==> config.mk <==
export PLATFORM = sky130hd
export DESIGN_NAME = x1_crtc
export DESIGN_NICKNAME = d
export VERILOG_FILES = /design/src/rtl/x1_pkg.sv /design/src/rtl/x1_crtc_regs.sv /design/src/rtl/x1_crtc.sv
export SDC_FILE = /design/constraint.sdc
export NUM_CORES = 1
export LEC_CHECK = 0
export CORE_MARGIN = 2
export CORE_UTILIZATION = 35
export CTS_CLUSTER_SIZE = 14
export DETAILED_ROUTE_END_ITERATION = 10
export DONT_BUFFER_PORTS = 1
export MAX_ROUTING_LAYER = met4
export PLACE_DENSITY = 0.59
export SLEW_MARGIN = 5
export SYNTH_ARGS = -nofsm -noshare
export SYNTH_HDL_FRONTEND = slang
export SYNTH_SLANG_ARGS = --single-unit
==> constraint.sdc <==
create_clock -name clk_sys -period 5 [get_ports clk_sys]
set_input_delay 1 -clock clk_sys [delete_from_list [all_inputs] [get_ports clk_sys]]
set_output_delay 1 -clock clk_sys [all_outputs]
set_load 0.005 [all_outputs]
==> src/rtl/x1_pkg.sv <==
// Shared definitions for the X1 CRTC: register indices, blink modes,
// the decoded register bundle and default bus widths.
package x1_pkg;

  localparam int MA_W_DEF = 14;
  localparam int RA_W_DEF = 5;

  localparam logic [4:0] CRTC_R_HTOTAL = 5'd0;
  localparam logic [4:0] CRTC_R_HDISP  = 5'd1;
  localparam logic [4:0] CRTC_R_HSPOS  = 5'd2;
  localparam logic [4:0] CRTC_R_SYNCW  = 5'd3;
  localparam logic [4:0] CRTC_R_VTOTAL = 5'd4;
  localparam logic [4:0] CRTC_R_VADJ   = 5'd5;
  localparam logic [4:0] CRTC_R_VDISP  = 5'd6;
  localparam logic [4:0] CRTC_R_VSPOS  = 5'd7;
  localparam logic [4:0] CRTC_R_MODE   = 5'd8;
  localparam logic [4:0] CRTC_R_MAXRA  = 5'd9;
  localparam logic [4:0] CRTC_R_CURS   = 5'd10;
  localparam logic [4:0] CRTC_R_CURE   = 5'd11;
  localparam logic [4:0] CRTC_R_STAH   = 5'd12;
  localparam logic [4:0] CRTC_R_STAL   = 5'd13;
  localparam logic [4:0] CRTC_R_CURH   = 5'd14;
  localparam logic [4:0] CRTC_R_CURL   = 5'd15;
  localparam logic [4:0] CRTC_R_LPH    = 5'd16;
  localparam logic [4:0] CRTC_R_LPL    = 5'd17;

  typedef enum logic [1:0] {
    BLINK_ON  = 2'b00,
    BLINK_OFF = 2'b01,
    BLINK_16  = 2'b10,
    BLINK_32  = 2'b11
  } blink_t;

  typedef struct packed {
    logic [7:0]  htotal;
    logic [7:0]  hdisp;
    logic [7:0]  hsync_pos;
    logic [3:0]  vsw;
    logic [3:0]  hsw;
    logic [6:0]  vtotal;
    logic [4:0]  vadj;
    logic [6:0]  vdisp;
    logic [6:0]  vsync_pos;
    logic [4:0]  max_ra;
    blink_t      blink;
    logic [4:0]  cur_start;
    logic [4:0]  cur_end;
    logic [13:0] start_addr;
    logic [13:0] cur_addr;
  } crtc_regs_t;

endpackage

==> src/rtl/x1_crtc_regs.sv <==
// CRTC register file: index latch, data writes and the R12-R17 read mux.
module x1_crtc_regs
  import x1_pkg::*;
(
  input  logic       clk_sys,
  input  logic       reset,
  input  logic       cs,
  input  logic       rs,
  input  logic       wr,
  input  logic [7:0] din,
  output crtc_regs_t regs,
  output logic [7:0] dout
);

  logic [4:0] idx;

  always_ff @(posedge clk_sys) begin
    if (reset) begin
      idx  <= '0;
      regs <= '0;
    end else if (cs && wr) begin
      if (!rs) begin
        idx <= din[4:0];
      end else begin
        // R8 and indices above 15 are accepted and dropped
        case (idx)
          CRTC_R_HTOTAL: regs.htotal <= din;
          CRTC_R_HDISP:  regs.hdisp <= din;
          CRTC_R_HSPOS:  regs.hsync_pos <= din;
          CRTC_R_SYNCW: begin
            regs.hsw <= din[3:0];
            regs.vsw <= din[7:4];
          end
          CRTC_R_VTOTAL: regs.vtotal <= din[6:0];
          CRTC_R_VADJ:   regs.vadj <= din[4:0];
          CRTC_R_VDISP:  regs.vdisp <= din[6:0];
          CRTC_R_VSPOS:  regs.vsync_pos <= din[6:0];
          CRTC_R_MAXRA:  regs.max_ra <= din[4:0];
          CRTC_R_CURS: begin
            regs.cur_start <= din[4:0];
            regs.blink     <= blink_t'(din[6:5]);
          end
          CRTC_R_CURE:   regs.cur_end <= din[4:0];
          CRTC_R_STAH:   regs.start_addr[13:8] <= din[5:0];
          CRTC_R_STAL:   regs.start_addr[7:0] <= din;
          CRTC_R_CURH:   regs.cur_addr[13:8] <= din[5:0];
          CRTC_R_CURL:   regs.cur_addr[7:0] <= din;
          default: ;
        endcase
      end
    end
  end

  always_comb begin
    dout = '0;
    case (idx)
      CRTC_R_STAH: dout = {2'b00, regs.start_addr[13:8]};
      CRTC_R_STAL: dout = regs.start_addr[7:0];
      CRTC_R_CURH: dout = {2'b00, regs.cur_addr[13:8]};
      CRTC_R_CURL: dout = regs.cur_addr[7:0];
      default:     dout = '0;
    endcase
  end

endmodule

==> src/rtl/x1_crtc.sv <==
// HD46505-subset CRT controller for the Sharp X1 (timing, refresh address,
// sync/blank). Hardware cursor is built only with X1_CRTC_CURSOR_EN.
module x1_crtc
  import x1_pkg::*;
#(
  parameter int MA_W = MA_W_DEF,
  parameter int RA_W = RA_W_DEF
) (
  input  logic            clk_sys,
  input  logic            reset,
  input  logic            ce_char,
  input  logic            cs,
  input  logic            rs,
  input  logic            wr,
  input  logic [7:0]      din,
  output logic [7:0]      dout,
  output logic [MA_W-1:0] ma,
  output logic [RA_W-1:0] ra,
  output logic            disp_en,
  output logic            hsync,
  output logic            vsync,
  output logic            hblank,
  output logic            vblank,
  output logic            cursor
);

  crtc_regs_t r;

  x1_crtc_regs u_regs (
    .clk_sys (clk_sys),
    .reset   (reset),
    .cs      (cs),
    .rs      (rs),
    .wr      (wr),
    .din     (din),
    .regs    (r),
    .dout    (dout)
  );

  logic [7:0]  hc, hc_n;
  logic [4:0]  rc, rc_n;
  logic [6:0]  vc, vc_n;
  logic        adj, adj_n;
  logic [4:0]  adj_cnt, adj_cnt_n;
  logic [13:0] base, base_n;
  logic [4:0]  frame, frame_n;
  logic        frame_end;
  logic        eol;
  logic        hs_n, vs_n;
  logic [3:0]  hs_cnt, hs_cnt_n;
  logic [3:0]  vs_cnt, vs_cnt_n;
  logic [13:0] addr_n;
  logic [MA_W-1:0] ma_n;
  logic        de_n;
  logic        cur_n;

  always_comb begin
    eol       = hc >= r.htotal;
    hc_n      = eol ? 8'd0 : hc + 8'd1;
    rc_n      = rc;
    vc_n      = vc;
    adj_n     = adj;
    adj_cnt_n = adj_cnt;
    base_n    = base;
    frame_end = 1'b0;
    if (eol) begin
      if (adj) begin
        if (adj_cnt + 5'd1 >= r.vadj) begin
          frame_end = 1'b1;
        end else begin
          adj_cnt_n = adj_cnt + 5'd1;
          rc_n      = rc + 5'd1;
        end
      end else if (rc >= r.max_ra) begin
        if (vc >= r.vtotal) begin
          if (r.vadj == 5'd0) begin
            frame_end = 1'b1;
          end else begin
            adj_n     = 1'b1;
            adj_cnt_n = 5'd0;
            rc_n      = rc + 5'd1;
          end
        end else begin
          rc_n   = 5'd0;
          vc_n   = vc + 7'd1;
          base_n = base + {6'd0, r.hdisp};
        end
      end else begin
        rc_n = rc + 5'd1;
      end
      if (frame_end) begin
        rc_n      = 5'd0;
        vc_n      = 7'd0;
        adj_n     = 1'b0;
        adj_cnt_n = 5'd0;
        base_n    = r.start_addr;
      end
    end
    frame_n = frame_end ? frame + 5'd1 : frame;
  end

  // sync pulses count down remaining characters / lines after the start
  always_comb begin
    hs_n     = hsync;
    hs_cnt_n = hs_cnt;
    if (hc_n == r.hsync_pos && r.hsw != 4'd0) begin
      hs_n     = 1'b1;
      hs_cnt_n = r.hsw - 4'd1;
    end else if (hsync) begin
      if (hs_cnt == 4'd0) hs_n = 1'b0;
      else hs_cnt_n = hs_cnt - 4'd1;
    end
  end

  always_comb begin
    vs_n     = vsync;
    vs_cnt_n = vs_cnt;
    if (eol) begin
      if (vc_n == r.vsync_pos && rc_n == 5'd0 && !adj_n) begin
        vs_n     = 1'b1;
        vs_cnt_n = r.vsw - 4'd1;
      end else if (vsync) begin
        if (vs_cnt == 4'd0) vs_n = 1'b0;
        else vs_cnt_n = vs_cnt - 4'd1;
      end
    end
  end

  always_comb begin
    addr_n = base_n + {6'd0, hc_n};
    ma_n   = MA_W'(addr_n);
    de_n   = (hc_n < r.hdisp) && (vc_n < r.vdisp) && !adj_n;
  end

`ifdef X1_CRTC_CURSOR_EN
  logic blink32, blink32_n;
  logic gate;

  always_comb begin
    blink32_n = blink32 ^ (frame_end && frame == 5'd31);
    gate      = 1'b1;
    case (r.blink)
      BLINK_ON:  gate = 1'b1;
      BLINK_OFF: gate = 1'b0;
      BLINK_16:  gate = !frame_n[4];
      BLINK_32:  gate = !blink32_n;
      default:   gate = 1'b1;
    endcase
    cur_n = de_n && ma_n == MA_W'(r.cur_addr) &&
            rc_n >= r.cur_start && rc_n <= r.cur_end && gate;
  end

  always_ff @(posedge clk_sys) begin
    if (reset) blink32 <= 1'b0;
    else if (ce_char) blink32 <= blink32_n;
  end
`else
  logic unused_cur;
  assign unused_cur = ^{r.blink, r.cur_start, r.cur_end,
                        r.cur_addr, frame};
  assign cur_n = 1'b0;
`endif

  always_ff @(posedge clk_sys) begin
    if (reset) begin
      hc      <= '0;
      rc      <= '0;
      vc      <= '0;
      adj     <= 1'b0;
      adj_cnt <= '0;
      base    <= '0;
      frame   <= '0;
      hs_cnt  <= '0;
      vs_cnt  <= '0;
      ma      <= '0;
      ra      <= '0;
      hsync   <= 1'b0;
      vsync   <= 1'b0;
      hblank  <= 1'b1;
      vblank  <= 1'b1;
      disp_en <= 1'b0;
      cursor  <= 1'b0;
    end else if (ce_char) begin
      hc      <= hc_n;
      rc      <= rc_n;
      vc      <= vc_n;
      adj     <= adj_n;
      adj_cnt <= adj_cnt_n;
      base    <= base_n;
      frame   <= frame_n;
      hs_cnt  <= hs_cnt_n;
      vs_cnt  <= vs_cnt_n;
      ma      <= ma_n;
      ra      <= RA_W'(rc_n);
      hsync   <= hs_n;
      vsync   <= vs_n;
      hblank  <= !(hc_n < r.hdisp);
      vblank  <= !(vc_n < r.vdisp) || adj_n;
      disp_en <= de_n;
      cursor  <= cur_n;
    end
  end

endmodule

==> metrics.md <==
| Metric | Value |
|---|---|
| Status | finished clean |
| Clk slew on worst S/H paths | 0.07 ns |
| Max Transition Viols Final | 0 |
| Max VDD drop | 0.235 mV |
| # diodes | 0 |
| Final GP Congestion | 0.880 |
| Worst setup EP type | flip-flop |
| Delay of the slowest critical-path stage | between 0.3 and 0.4 ns |
| Core ar. | 0.0271 mm2 |
| Reg power frac | 43.6% |
| # setup viols final | 0 |
| Share of the synthesized area in the top cell type | 33.6% |
| Cell mode on critical path | a21oi_1 |
| Ys flop type | dfxtp_1 |
| Tot GR Track Use | around a fifth |
| Classification of the worst-slack hold path | flip-flop to flip-flop |
| Fin crit period | 4.53 ns |
| Synth top area cells | dfxtp_1 (34%), mux2i_1 (13%), ha_1 (7.7%), nor2_1 (7.4%), a21oi_1 (3.1%) |
| First-pass GRT wire length | 42.7 mm |
| Die span in x | between 150 and 200 um |
| Fmax | 221 MHz |
| Number of port buffers | 0 |
| RSZ-0062 raised after global routing | no |
| Netlist cell types | 86 |
| DR vias | approximately 8100 |
| Slowest cell on crit path | dfxtp_1 |
| Drt total wl | 26.7 mm |
| CP arrival | a little under 5 ns |
| TritonCTS clock tree | built |
| Mapped Nets | approximately 1200 |
| Nets | around 1200 |
| Clock Tree Buf Depth | 2 |
| Share of cells above drive strength 1 | approximately 8% |
| Most numerous cell in the Yosys netlist | nor2_1 |
| Post-place setup slack | 0.355 ns |
| Worst-Margin Slew | about 1.2 ns |
| Post-Syn Instances | 1143 |
| Max-cap violation count | 0 |
| CTS Buf Count | 17 |
| Final WS setup | between 0.4 and 0.5 ns |
| PD cells | 293 mW/mm2 |
| Post-synthesis sequential area ratio | 33.6% |
| Fin area | around 0.011 mm2 |
| HPWL Detailed | 18.7 mm |
| Area of the die | ~0.029 mm2 |
| Comb power frac | roughly an eighth |
| Ports | 47 |
| Synthesized area | 0.00970 mm2 |
| Post-synth EDFFs | 0 |
| Final worst path period share | 90.6% |
| Vias in the first global route | 7650 |
| Worst Path Max Fanout | 7 |
| Final hold viol count | 0 |
| WL/cell | 17.7 um |
| H-Tree Depth | 4 |
| Syn-to-layout area delta | 10.4% |
| Initial antenna violation count | 0 |
| DRC | 0 |
| Fillcell total | 2735 |
| Final ANT Viol Nets | 0 |
| Clock Latency Late Sink | 0.44 ns |
| Crit Path Category | flip-flop to flip-flop |
| Pint | 2.30 mW |
| CTS Sinks | ~160 |
| Placed cell area | 0.0101 mm2 |
| Syn Area/Cell | 8.49 um2 |
| Worst EP required | 5.31 ns |
| Overall power | 3.13 mW |
| Vias per cell | 5.38 |
| DR pass1 iterations | 5 |
| Pleak | 4.36 nW |
| Net Sw Power | ~0.83 mW |
| Starting Density | between 30% and 40% |
| Rel. slew slack | 22.5% |
| Iter 0 DRT Violations | 664 |
| Rows | 60 |
| #FFs+latches synth | 163 |
| Root buffer cell | clkbuf_16 |
| Sw frac | 26.6% |
| CTS Hold Bufs | 0 |
| Clock power frac | between 40% and 50% |
| Vert. Die Dim | approximately 170 um |
| Worst Skew | about 0.015 ns |
| Final TNS setup | 0 ns |
| Async SR Flop Fraction | 0% |
| Critical path, cell by cell | ha_1 -> nand2_1 -> or2_1 -> o22ai_2 -> nand2_1 -> o21a_2 -> nor2_1 -> a211oi_1 -> a21oi_1 -> inv_1 -> ha_1 -> a21o_1 -> a21oi_1 -> o21ai_0 -> a21oi_1 -> o21ai_0 -> a21oi_1 -> o21bai_1 -> nand4_1 -> mux2i_1 -> o211ai_1 |
| Syn. warnings | 0 |
| Largest net degree at the start of global routing | 159 |
| Crit start category | flip-flop |
| Grt total ovfl | 0 |
| Synth area leader | dfxtp_1 |
| Synth cell count leaders | nor2_1 (190), dfxtp_1 (163), mux2i_1 (130), inv_1 (70) |
-- cells by family (layout without fill, tap and decap cells) --
group / after synthesis / in the layout / synth area share, %
buf+inv: 132 / 127 / 5.30
compound gates: 224 / 224 / 15.7
flops: 163 / 163 / 33.6
xor+xnor: 33 / 33 / 2.98
fa+ha+maj: 62 / 62 / 8.15
simple gates: 389 / 389 / 19.0
mux: 139 / 139 / 15.2
other cells: 1 / 1 / 0.0387
-- cell usage in the layout (no fill, tap or decap), types with 4 or more instances in the layout --
cell type and instances:
o2111ai_1 4, mux4_2 6, a211oi_1 11, nand4_1 13
o21ai_1 6, or2_2 6, nand3_1 20, and2_1 10
nor2_1 190, o211a_1 5, nand2b_1 12, a31oi_1 8
nor2b_1 14, inv_1 70, xor2_1 12, o31ai_1 5
o21ai_0 45, xnor2_1 21, nor3_1 19, buf_4 23
o32ai_1 5, a21oi_1 60, o22ai_1 5, and4_1 4
o211ai_1 7, ha_1 59, o21a_1 5, nor4_1 10
clkbuf_16 17, nand2_1 58, and3_1 7, dfxtp_1 162
mux2i_1 130, a21o_1 14
-- worst paths after layout --
path,startpoint,endpoint,slack (ns),cells past startpoint
worst max-delay path,rc[4],ma[13],0.47,21
worst min-delay path,adj_cnt[4],adj_cnt[4],0.49,2
worst max register to register,rc[4],ma[13],0.47,21
worst min register to register,adj_cnt[4],adj_cnt[4],0.49,2
-- through the flow --
stage,std cells,hold slack [ns],utilization [%]
2_1_floorplan,1143,0.444,-
3_3_place_gp,1475,0.452,37.2
3_5_place_dp,1475,0.462,37.2
4_1_cts,1507,0.472,39.4
5_1_grt,1510,0.491,39.5
6_report,1510,0.485,39.5
-- final cells by class --
| class | count | area (um2) | area share, % |
|---|---|---|---|
| Clock inverter | 11 | 148 | 1.38 |
| Tap cell | 372 | 465 | 4.34 |
| Timing Repair Buffer | 23 | 173 | 1.61 |
| Sequential cell | 163 | 3260 | 30.5 |
| Inverter | 72 | 270 | 2.52 |
| Multi-Input combinational cell | 848 | 5930 | 55.4 |
| Clock buffer | 21 | 460 | 4.30 |
-- power groups by stage --
stage          Clock, mW  Sequential [mW]  Combinational [mW]
4_1_cts             1.41             1.37               0.381
3_5_place_dp           0             1.40               0.379
3_3_place_gp           0             1.40               0.375
2_1_floorplan          0             1.38               0.319
6_report            1.38             1.37               0.388
5_1_grt             1.46             1.37               0.430
-- critical path, delay by kind of cell, from the launching register on --
| kind | cells | cell delay, ns |
|---|---|---|
| buffers and inverters | 1 | 0.07 |
| adders and majority gates | 2 | 0.61 |
| and+or+nand+nor | 5 | 0.91 |
| AOI/OAI and AO/OA | 12 | 2.21 |
| DFF | 1 | 0.39 |
| muxes | 1 | 0.21 |
-- layer usage --
metal / track usage (%) / wire, um / part of all wire, % / vias up
li1: - / - / - / 4012
met4: 8.14 / 929 / 3.5 / 0
met2: 31.5 / 12800 / 48 / 185
met3: 2.87 / 1070 / 4.0 / 46
met5: - / 0 / 0 / -
met1: 24.4 / 11900 / 45 / 3875
-- sequential cells by signal, summed over array words and instances, names as in the netlist --
signal       cells
hc               8
u_regs.idx       5
hblank           1
hs_cnt           4
base            14
disp_en          1
vc               7
rc               5
vs_cnt           4
adj              1
vsync            1
hsync            1
adj_cnt          5
u_regs.regs     91
ma              14
vblank           1
-- what timing repair did --
| item | 4_1_cts | 5_1_grt |
|---|---|---|
| gates resized for setup | 0 | 3 |
| endpoints found under the setup margin | 0 | 2 |
| buffers inserted | 0 | 3 |
(Power assumes the default switching activity.)
